$ cat config.mk
export PLATFORM = sky130hd
export DESIGN_NAME = mem_arbiter
export DESIGN_NICKNAME = d
export VERILOG_FILES = /design/src/rtl/mem_arb_pkg.sv /design/src/rtl/mem_arb_rr.sv /design/src/rtl/mem_arbiter.sv
export SDC_FILE = /design/constraint.sdc
export NUM_CORES = 1
export LEC_CHECK = 0
export BUFFER_PORTS_ARGS = -buffer_cell sky130_fd_sc_hd__buf_2
export CAP_MARGIN = 10
export CORE_MARGIN = 8
export CORE_UTILIZATION = 35
export DETAILED_ROUTE_END_ITERATION = 7
export GPL_ROUTABILITY_DRIVEN = 0
export SLEW_MARGIN = 0
export SYNTH_ARGS = -nofsm -noshare
export SYNTH_HDL_FRONTEND = slang
export SYNTH_SLANG_ARGS = --single-unit
$ cat constraint.sdc
create_clock -name clk -period 2.75 [get_ports clk]
set_input_delay 0.1375 -clock clk [delete_from_list [all_inputs] [get_ports clk]]
set_output_delay 0.1375 -clock clk [all_outputs]
set_load 0.01 [all_outputs]
$ cat src/rtl/mem_arb_pkg.sv
// ============================================================================
// Module      : mem_arb_pkg
// Description : Shared types and helpers for the two-port memory arbiter.
// Revision    : 1.0 - initial release
// ============================================================================
`default_nettype none

package mem_arb_pkg;

  // Command-register field width; keep equal to the arbiter's DATA_WIDTH.
  localparam int unsigned CMD_DATA_WIDTH = 32;

  localparam logic [1:0] MODE_BYTE    = 2'b00;
  localparam logic [1:0] MODE_HALF    = 2'b01;
  localparam logic [1:0] MODE_WORD    = 2'b10;
  localparam logic [1:0] MODE_ILLEGAL = 2'b11;

  typedef enum logic [0:0] {
    IDLE   = 1'b0,
    ACCESS = 1'b1
  } arb_state_e;

  typedef struct packed {
    logic                      port;
    logic                      we;
    logic [CMD_DATA_WIDTH-1:0] addr;
    logic [1:0]                mode;
    logic                      sext;
    logic [CMD_DATA_WIDTH-1:0] wdata;
    logic                      err;
  } cmd_t;

  function automatic logic access_error(input logic [1:0] mode,
                                        input logic [1:0] addr_lsb);
    logic bad;
    bad = 1'b1;
    case (mode)
      MODE_BYTE: bad = 1'b0;
      MODE_HALF: bad = addr_lsb[0];
      MODE_WORD: bad = |addr_lsb;
      default:   bad = 1'b1;
    endcase
    return bad;
  endfunction

endpackage

`default_nettype wire

$ cat src/rtl/mem_arb_rr.sv
// ============================================================================
// Module      : mem_arb_rr
// Description : Two-port round-robin grant logic with last-grant pointer.
// Revision    : 1.0 - initial release
// ============================================================================
`default_nettype none

module mem_arb_rr (
  input  logic       clk,
  input  logic       rst_n,
  input  logic       en,
  input  logic [1:0] req,
  output logic [1:0] gnt
);

  logic r_last;

  // On a tie the port that was not granted last wins.
  always_comb begin
    gnt = 2'b00;
    if (en) begin
      case (req)
        2'b01:   gnt = 2'b01;
        2'b10:   gnt = 2'b10;
        2'b11:   gnt = r_last ? 2'b01 : 2'b10;
        default: gnt = 2'b00;
      endcase
    end
  end

  always_ff @(posedge clk or negedge rst_n) begin
    if (!rst_n) begin
      r_last <= 1'b1;
    end else if (|gnt) begin
      r_last <= gnt[1];
    end
  end

endmodule

`default_nettype wire

$ cat src/rtl/mem_arbiter.sv
// ============================================================================
// Module      : mem_arbiter
// Description : Two-port data-memory arbiter, one access per two cycles.
// Revision    : 1.0 - initial release
// ============================================================================
`default_nettype none

module mem_arbiter
  import mem_arb_pkg::*;
#(
  parameter int DATA_WIDTH = 32,
  parameter int NUM_PORTS  = 2
) (
  input  logic                                 clk,
  input  logic                                 rst_n,
  input  logic [NUM_PORTS-1:0]                 req_i,
  input  logic [NUM_PORTS-1:0]                 we_i,
  input  logic [NUM_PORTS-1:0][DATA_WIDTH-1:0] addr_i,
  input  logic [NUM_PORTS-1:0][1:0]            mode_i,
  input  logic [NUM_PORTS-1:0]                 sext_i,
  input  logic [NUM_PORTS-1:0][DATA_WIDTH-1:0] wdata_i,
  output logic [NUM_PORTS-1:0]                 gnt_o,
  output logic [NUM_PORTS-1:0]                 rvalid_o,
  output logic [NUM_PORTS-1:0][DATA_WIDTH-1:0] rdata_o,
  output logic [NUM_PORTS-1:0]                 err_o,
  output logic [DATA_WIDTH-1:0]                mem_A,
  output logic                                 mem_WE,
  output logic [1:0]                           mem_addressing_mode,
  output logic                                 mem_sign_extend,
  output logic [DATA_WIDTH-1:0]                mem_WD,
  input  logic [DATA_WIDTH-1:0]                mem_RD
);

  arb_state_e                           r_state;
  arb_state_e                           w_state_next;
  cmd_t                                 r_cmd;
  cmd_t                                 w_cmd_next;
  logic                                 r_run;
  logic [NUM_PORTS-1:0]                 w_gnt;
  logic                                 w_sel;
  logic                                 w_mem_en;
  logic [NUM_PORTS-1:0]                 r_rvalid;
  logic [NUM_PORTS-1:0]                 r_err;
  logic [NUM_PORTS-1:0][DATA_WIDTH-1:0] r_rdata;

  mem_arb_rr u_rr (
    .clk   (clk),
    .rst_n (rst_n),
    .en    ((r_state == IDLE) && r_run),
    .req   (req_i),
    .gnt   (w_gnt)
  );

  assign w_sel = w_gnt[1];
  assign gnt_o = w_gnt;

  // Holds off grants until the first clock edge after reset release.
  always_ff @(posedge clk or negedge rst_n) begin
    if (!rst_n) begin
      r_run <= 1'b0;
    end else begin
      r_run <= 1'b1;
    end
  end

  always_comb begin
    w_state_next = r_state;
    w_cmd_next   = r_cmd;
    case (r_state)
      IDLE: begin
        if (|w_gnt) begin
          w_state_next     = ACCESS;
          w_cmd_next.port  = w_sel;
          w_cmd_next.we    = we_i[w_sel];
          w_cmd_next.addr  = CMD_DATA_WIDTH'(addr_i[w_sel]);
          w_cmd_next.mode  = mode_i[w_sel];
          w_cmd_next.sext  = sext_i[w_sel];
          w_cmd_next.wdata = CMD_DATA_WIDTH'(wdata_i[w_sel]);
          w_cmd_next.err   = access_error(mode_i[w_sel], addr_i[w_sel][1:0]);
        end
      end
      ACCESS:  w_state_next = IDLE;
      default: w_state_next = IDLE;
    endcase
  end

  always_ff @(posedge clk or negedge rst_n) begin
    if (!rst_n) begin
      r_state <= IDLE;
      r_cmd   <= '0;
    end else begin
      r_state <= w_state_next;
      r_cmd   <= w_cmd_next;
    end
  end

  // Memory port is quiet except during a legal ACCESS cycle.
  assign w_mem_en            = (r_state == ACCESS) && !r_cmd.err;
  assign mem_WE              = w_mem_en && r_cmd.we;
  assign mem_A               = w_mem_en ? DATA_WIDTH'(r_cmd.addr)  : '0;
  assign mem_WD              = w_mem_en ? DATA_WIDTH'(r_cmd.wdata) : '0;
  assign mem_addressing_mode = w_mem_en ? r_cmd.mode : 2'b00;
  assign mem_sign_extend     = w_mem_en && r_cmd.sext;

  always_ff @(posedge clk or negedge rst_n) begin
    if (!rst_n) begin
      r_rvalid <= '0;
      r_err    <= '0;
      r_rdata  <= '0;
    end else begin
      r_rvalid <= '0;
      if (r_state == ACCESS) begin
        r_rvalid[r_cmd.port] <= 1'b1;
        r_err[r_cmd.port]    <= r_cmd.err;
        r_rdata[r_cmd.port]  <= (r_cmd.we || r_cmd.err) ? '0 : mem_RD;
      end
    end
  end

  assign rvalid_o = r_rvalid;
  assign err_o    = r_err;
  assign rdata_o  = r_rdata;

endmodule

`default_nettype wire

==> qor.log, run 1 <==
[outcome] status completed
[sta] Hold Slack 20.2 ps
[hold_path] worst min path class in2reg
[synthesis] xor and xnor area share after synthesis 0%
[floorplanning] Boundary Pins 310
[critical_path] kind of end point of the critical path register
[sta] number of pins with negative max-slew slack in the final report 0
[placed_design] placed wire-length estimate after detailed placement 14,500 um
[power] sum of internal, switching and leakage power 8.58 mW
[global_route] GRT Overall Usage 18.6%
[clock_tree] H-tree levels 4
[drt] residual antenna-violating net count after detailed routing 0
[synthesis] portion of netlist area occupied by mux cells 11.0%
[synthesis] Cell Area, Synth 6370 um2
[global_route] number of antenna violations at the first check in global routing 0
[finish] post-layout util 55.8%
[critical_path] critical path class reg2reg
[drt] number of vias after detailed routing 6,057
[clock_tree] post-CTS repair timing setup buffer count 0
[critical_path] crit-path cells nand2b_1 > nand3_4 > buf_6 > mux2i_1 > o21ai_1 > dlygate4sd3_1
[power] Worst IR Drop VDD 0.527 mV
[floorplanning] standard cell core area 17,900 um2
[synthesis] share of the yosys chip area belonging to registers 55.4%
[clock_tree] clock-pin transition on the worst setup and hold timing paths 60 ps
[critical_path] maximum single-stage delay on the critical path 570 ps
[synthesis] largest family of logic cells by synthesized area simple AND/OR/NAND/NOR gates
[synthesis] adder and majority cell fraction of the synthesized area 0%
[clock_tree] number of sinks driven by the clock tree 141
[sta] final worst clock skew 12.9 ps
[finish] fraction of layout instances using a drive strength above 1 33.2%
[clock_tree] Bufs on Longest Clock Path 2
[placed_design] number of I/O port buffers 309
[sta] final setup fails 0
[sta] achievable frequency 408 MHz
[critical_path] CP Data Arrival Time 2740 ps
[sta] actual transition at the worst max-transition pin 677 ps
[synthesis] share of the synthesized area in compound gates (AO/OA/AOI/OAI) 10.9%
[critical_path] startpoint kind of the worst setup timing path register
[finish] number of non-filler instances in the completed layout 1,320
[sta] worst setup slack after layout 300 ps
[finish] area overhead of the layout relative to synthesis 56.9%
[sta] accumulated negative setup slack 0 ps
[global_route] number of global-route vias before repair 6,496
[clock_tree] number of clock buffers inserted by TritonCTS 17
[floorplanning] die extent in x 151 um
[critical_path] critical path data required time 3040 ps
[floorplanning] Initial Utilization 35.6%
[synthesis] synthesis warning total 0
[flow_run] max-cap violation count 0
[drt] post-route DRC violation count 0
[floorplanning] die boundary height 151 um
[sta] setup repair after global routing missed its margin false
[floorplanning] overall die area 22,800 um2
[synthesis] synthesis-stage register bit count 141
[synthesis] post-synthesis share of cell area spent on and, or, nand and nor gates 17.8%
[power] PwrDens 859 nW/um2
[finish] total area of multi-input combinational cells 2540 um2
[synthesis] number of instances in the synthesized netlist 648
[critical_path] cell with the largest stage delay on the worst path sky130_fd_sc_hd__dlygate4sd3_1
[drt] ratio of routed vias to standard cells 4.59
[critical_path] Max Fanout on Critical Path 48
[placed_design] instance area after placement 8070 um2
[clock_tree] clock insertion delay at the later pin of the skew report 410 ps
[sta] final worst path period need 2450 ps
[finish] summed area of non-filler cells in the final layout 10000 um2
[finish] combined flip-flop and latch cell area 3530 um2
[drt] violation count after the first detailed-routing iteration 189
[placed_design] # placed instances 1,152
[synthesis] number of distinct library cell variants in the gate-level netlist after synthesis 28
[drt] Total Routed Length 21,400 um
[synthesis] Syn Area/Cell 9.83 um2
[sta] max_slew headroom 54.9%
[floorplanning] Site Rows 49
[power] Leak Pwr 5.40 nW
[synthesis] Mapped Nets 820
[sta] final hold violation count 0
[global_route] wire length of the first global-routing pass 33,500 um
[global_route] residual overflow from global routing 0
[drt] WL/cell 16.2 um
[global_route] pin count of the biggest net entering global routing 79
[finish] Post-layout nets 1,249
[finish] most common cell after layout, fill and taps aside sky130_fd_sc_hd__buf_2
[sta] part of the cycle the worst path needs 89.1%
[clock_tree] root buffer selected by CTS sky130_fd_sc_hd__clkbuf_16
[finish] number of fill cells in the layout 1,557
[drt] drt pass-1 iters 5
[clock_tree] TritonCTS clock tree done
[finish] most used cells in the layout excluding fill and tap cells 308 x sky130_fd_sc_hd__buf_2, 170 x sky130_fd_sc_hd__nand2_1, 140 x sky130_fd_sc_hd__dfrtp_1, 135 x sky130_fd_sc_hd__dlygate4sd3_1, 94 x sky130_fd_sc_hd__o21ai_0
[placed_design] setup slack at placement 699 ps
power by group:
part           internal [mW]  switching (mW)  leakage [nW]
clock                   1.33           0.899         0.273
sequential              2.95           0.474          1.78
combinational           1.40            1.53          3.35
logic make-up (layout without fill, tap and decap cells):
kind of cell / after synthesis / in the layout
mux: 70 / 70
flops: 141 / 141
compound gates: 137 / 137
other cells: 1 / 3
simple gates: 248 / 248
buf+inv: 51 / 492
metal layers:
layer | GRT usage, % | up-vias | routed length [um]
met5 | 0 | - | 0
met2 | 30.9 | 249 | 10000
met1 | 22.0 | 2795 | 8980
li1 | - | 2999 | -
met3 | 7.41 | 14 | 2160
met4 | 4.60 | 0 | 222
synth_stat cells:
cell type | n | area, um2
sky130_fd_sc_hd__a21oi_1 | 2 | 10.0
sky130_fd_sc_hd__a22oi_1 | 1 | 7.51
sky130_fd_sc_hd__and2_1 | 68 | 425
sky130_fd_sc_hd__and2b_1 | 1 | 7.51
sky130_fd_sc_hd__buf_1 | 1 | 3.75
sky130_fd_sc_hd__buf_2 | 11 | 55.1
sky130_fd_sc_hd__buf_6 | 6 | 67.6
sky130_fd_sc_hd__buf_8 | 5 | 75.1
sky130_fd_sc_hd__clkbuf_1 | 21 | 78.8
sky130_fd_sc_hd__clkbuf_2 | 3 | 15.0
sky130_fd_sc_hd__conb_1 | 1 | 3.75
sky130_fd_sc_hd__dfrtp_1 | 140 | 3500
sky130_fd_sc_hd__dfstp_2 | 1 | 26.3
sky130_fd_sc_hd__inv_1 | 3 | 11.3
sky130_fd_sc_hd__inv_2 | 1 | 3.75
sky130_fd_sc_hd__mux2_2 | 2 | 22.5
sky130_fd_sc_hd__mux2i_1 | 68 | 681
sky130_fd_sc_hd__nand2_1 | 171 | 642
sky130_fd_sc_hd__nand2b_1 | 2 | 12.5
sky130_fd_sc_hd__nand3_2 | 2 | 20.0
sky130_fd_sc_hd__nor2_1 | 1 | 3.75
sky130_fd_sc_hd__nor2b_2 | 1 | 8.76
sky130_fd_sc_hd__nor3_1 | 1 | 5.00
sky130_fd_sc_hd__o21a_1 | 1 | 7.51
sky130_fd_sc_hd__o21ai_0 | 94 | 470
sky130_fd_sc_hd__o21ai_1 | 38 | 190
sky130_fd_sc_hd__o22ai_1 | 1 | 6.26
sky130_fd_sc_hd__or3_1 | 1 | 6.26
registers in the layout (all words and copies together), names as in the netlist:
name / count
err_o: 2
r_cmd: 70
u_rr.r_last: 1
rvalid_o: 2
rdata_o: 64
r_run: 1
r_state: 1
path summary, 6_finish.rpt:
kind | startpoint | to | slack [ps] | cells after the start
max in group asynchronous | rst_n | u_rr.r_last$_DFFE_PN1P_ | 1660 | 3
min in group asynchronous | rst_n | rdata_o[24]$_DFFE_PN0P_ | 280 | 2
max reg2reg | u_rr.r_last$_DFFE_PN1P_ | r_cmd[19]$_DFFE_PN0P_ | 300 | 6
min | addr_i[13] | r_cmd[49]$_DFFE_PN0P_ | 20 | 3
min reg2reg | u_rr.r_last$_DFFE_PN1P_ | u_rr.r_last$_DFFE_PN1P_ | 460 | 2
max | u_rr.r_last$_DFFE_PN1P_ | r_cmd[19]$_DFFE_PN0P_ | 300 | 6
worst max-delay path: cells and delay by family, from the launching register on:
family / cells / cell delay [ps]
DFF: 1 / 370
buffers and inverters: 2 / 1100
AOI/OAI and AO/OA: 1 / 90
and+or+nand+nor: 2 / 440
muxes: 1 / 290
cell type report:
class | count | area share [%]
Sequential cell | 141 | 35.3
Timing Repair Buffer | 457 | 30.4
Multi-Input combinational cell | 456 | 25.5
Clock buffer | 18 | 4.29
Tap cell | 229 | 2.87
Clock inverter | 13 | 1.41
Inverter | 4 | 0.163
Antenna cell | 2 | 0.0501
timing repair:
action                                 CTS  global route
gates resized for setup                  0             1
endpoints found under the hold margin  179             0
hold buffers                           135             0
setup endpoints to repair                0             5
Power figures use the tool's default switching activity.
==> run 2: changes to the inputs <==
--- a/config.mk
+++ b/config.mk
@@ -7,10 +7,13 @@
 export LEC_CHECK = 0
 export BUFFER_PORTS_ARGS = -buffer_cell sky130_fd_sc_hd__buf_2
 export CAP_MARGIN = 10
+export CELL_PAD_IN_SITES_DETAIL_PLACEMENT = 0
+export CELL_PAD_IN_SITES_GLOBAL_PLACEMENT = 1
 export CORE_MARGIN = 8
 export CORE_UTILIZATION = 35
 export DETAILED_ROUTE_END_ITERATION = 7
 export GPL_ROUTABILITY_DRIVEN = 0
+export PLACE_DENSITY_LB_ADDON = 0.1
 export SLEW_MARGIN = 0
 export SYNTH_ARGS = -nofsm -noshare
 export SYNTH_HDL_FRONTEND = slang
==> run 2 against run 1 <==
Count of clock-buffer cells in the layout is 4 higher; global-route usage is 0.45 points higher; maximum frequency is 1.9% lower; first-iteration DRC count is 16% higher; critical path depth stayed put.
==> qor.log, run 2 (synthesis gave the netlist of run 1 again) <==
[clock_tree] H-tree levels 4 [unchanged]
[sta] final worst clock skew 7.03 ps [-5.84 ps]
[drt] metal3 WL 1900 um [-12%]
[power] sum of internal, switching and leakage power 8.85 mW [+3.1%]
[sta] final worst path period need 2500 ps [+46.8 ps]
[critical_path] cell family contributing the most delay on the critical path buffers and inverters
[clock_tree] number of sinks driven by the clock tree 141 [unchanged]
[critical_path] critical path class reg2reg
[floorplanning] die boundary height 151 um [unchanged]
[finish] number of flip-flops in the largest register 70 [unchanged]
[drt] number of vias after detailed routing 6,161 [+1.7%]
[floorplanning] Boundary Pins 310 [unchanged]
[sta] part of the cycle the worst path needs 90.8% [+1.7 points]
[critical_path] Max Fanout on Critical Path 27 [-44%]
[sta] final setup fails 0 [unchanged]
[clock_tree] TritonCTS clock tree done
[finish] post-layout util 56.1% [+0.27 points]
[drt] Met2 Routed Length 10,700 um [+6.5%]
[sta] max_slew headroom 42.3% [-13 points]
[sta] setup repair after global routing missed its margin false
[placed_design] placed wire-length estimate after detailed placement 15,200 um [+4.8%]
[placed_design] # placed instances 1,151 [-0.087%]
[clock_tree] cells resized by post-CTS repair 0 [unchanged]
[drt] drt pass-1 iters 5 [unchanged]
[sta] actual transition at the worst max-transition pin 866 ps [+189 ps]
[global_route] GRT Overall Usage 19.0% [+0.45 points]
[critical_path] number of buffer and inverter stages on the critical path 2 [unchanged]
[clock_tree] number of clock buffers inserted by TritonCTS 17 [unchanged]
[sta] final hold violation count 0 [unchanged]
[clock_tree] clock insertion delay at the later pin of the skew report 410 ps [about the same]
[critical_path] kind of end point of the critical path register
[finish] fraction of layout instances using a drive strength above 1 33.2% [-0.061 points]
[finish] most common cell after layout, fill and taps aside sky130_fd_sc_hd__buf_2
[power] PwrDens 881 nW/um2 [+2.6%]
[sta] achievable frequency 401 MHz [-1.9%]
[drt] residual antenna-violating net count after detailed routing 0 [unchanged]
[floorplanning] standard cell core area 17,900 um2 [unchanged]
[critical_path] CP Data Arrival Time 2790 ps [+50 ps]
[finish] Post-layout nets 1,247 [-0.16%]
[global_route] number of antenna violations at the first check in global routing 4 [+4]
[clock_tree] post-CTS repair timing setup buffer count 0 [unchanged]
[global_route] residual overflow from global routing 0 [unchanged]
[floorplanning] die extent in x 151 um [unchanged]
[critical_path] startpoint kind of the worst setup timing path register
[global_route] pin count of the biggest net entering global routing 88 [+11%]
[critical_path] maximum single-stage delay on the critical path 580 ps [about the same]
[drt] violation count after the first detailed-routing iteration 219 [+16%]
[global_route] wire length of the first global-routing pass 34,300 um [+2.2%]
[drt] post-route DRC violation count 0 [unchanged]
[clock_tree] root buffer selected by CTS sky130_fd_sc_hd__clkbuf_16
[power] Worst IR Drop VDD 0.456 mV [-13%]
[finish] most used cells in the layout excluding fill and tap cells 308 x sky130_fd_sc_hd__buf_2, 170 x sky130_fd_sc_hd__nand2_1, 140 x sky130_fd_sc_hd__dfrtp_1, 134 x sky130_fd_sc_hd__dlygate4sd3_1, 94 x sky130_fd_sc_hd__o21ai_0
[floorplanning] Initial Utilization 35.6% [unchanged]
[finish] area overhead of the layout relative to synthesis 57.7%
[clock_tree] clock-pin transition on the worst setup and hold timing paths 60 ps [about the same]
[clock_tree] Bufs on Longest Clock Path 2 [unchanged]
[power] Leak Pwr 5.43 nW [+0.52%]
[sta] accumulated negative setup slack 0 ps [unchanged]
[finish] summed area of non-filler cells in the final layout 10,000 um2 [+0.49%]
[outcome] status completed
[critical_path] critical path data required time 3040 ps [about the same]
[floorplanning] overall die area 22,800 um2 [unchanged]
[drt] WL/cell 16.4 um [+1.1%]
[flow_run] max-cap violation count 0 [unchanged]
[floorplanning] Site Rows 49 [unchanged]
[finish] top register by number of flip-flops r_cmd
[hold_path] worst min path class in2reg
[drt] Total Routed Length 21,600 um [+1.1%]
[drt] Met1 Routed Length 8580 um [-4.5%]
[critical_path] cell with the largest stage delay on the worst path sky130_fd_sc_hd__dlygate4sd3_1
[finish] number of non-filler instances in the completed layout 1,320 [unchanged]
[drt] ratio of routed vias to standard cells 4.67 [+1.7%]
[global_route] number of global-route vias before repair 6,760 [+4.1%]
[sta] number of pins with negative max-slew slack in the final report 0 [unchanged]
[placed_design] number of I/O port buffers 309 [unchanged]
[placed_design] instance area after placement 8050 um2 [-0.23%]
[critical_path] crit-path cells nand2b_1 > nand3_4 > buf_4 > mux2i_1 > o21ai_1 > dlygate4sd3_1
[finish] number of fill cells in the layout 1,626 [+4.4%]
[drt] uppermost routed layer met5
run 2: cell types whose count changed in the layout (fill, tap and decap cells not counted), sizes merged:
cell | before | now
clkbuf | 18 | 22
bufinv | 2 | 5
clkinv | 7 | 4
clkinvlp | 3 | 1
buf | 322 | 321
diode | 2 | 3
dlygate4sd3 | 135 | 134
inv | 5 | 4
run 2: what timing repair did:
item	in CTS	in global routing
endpoints found under the hold margin	205	0
hold buffers	134	0
endpoints found under the setup margin	0	0
run 2: area by class of cell:
class                   instances  area [um2]  share of cell area [%]
flip-flops and latches        141        3530                    35.1
clock inverters                10         185                    1.84
repair buffers                455        3010                    30.0
multi-input cells             456        2550                    25.3
diodes                          3        7.51                  0.0747
inverters                       4        16.3                   0.162
clock buffers                  22         464                    4.62
well taps                     229         287                    2.85
run 2: tightest hold or removal path, delay by kind of cell:
kind,cells,cell delay [ps]
mux,1,60
compound gates,1,100
buf+inv,1,90
run 2: path summary, 6_finish.rpt:
kind | startpoint | to | slack (ps) | cells after the start
worst min-delay path | wdata_i[21] | r_cmd[22]$_DFFE_PN0P_ | 10 | 3
worst max register to register | u_rr.r_last$_DFFE_PN1P_ | r_cmd[63]$_DFFE_PN0P_ | 250 | 6
worst min register to register | u_rr.r_last$_DFFE_PN1P_ | u_rr.r_last$_DFFE_PN1P_ | 470 | 2
worst max-delay path | u_rr.r_last$_DFFE_PN1P_ | r_cmd[63]$_DFFE_PN0P_ | 250 | 6
max in group asynchronous | rst_n | u_rr.r_last$_DFFE_PN1P_ | 1600 | 3
min in group asynchronous | rst_n | rdata_o[25]$_DFFE_PN0P_ | 340 | 2
run 2: per-stage QoR:
stage                     hold slack [ps]  worst slack, ps
after global placement                238              852
after CTS                            1.49              263
after global routing                 3.90              119
after floorplan                      -158             1400
final                                9.77              253
after detailed placement              242              769
run 2: power breakdown:
| part | switching (mW) | leakage (nW) | internal, mW |
|---|---|---|---|
| Combinational | 1.53 | 3.33 | 1.37 |
| Sequential | 0.463 | 1.78 | 2.95 |
| Clock | 0.882 | 0.315 | 1.66 |
| Total | 2.88 | 5.43 | 5.98 |
run 2: routing by layer:
metal | GRT usage [%] | vias to the layer above
met3 | 6.42 | 37
met4 | 7.42 | 2
met2 | 32.3 | 235
met5 | 0 | -
li1 | - | 2997
met1 | 21.7 | 2890
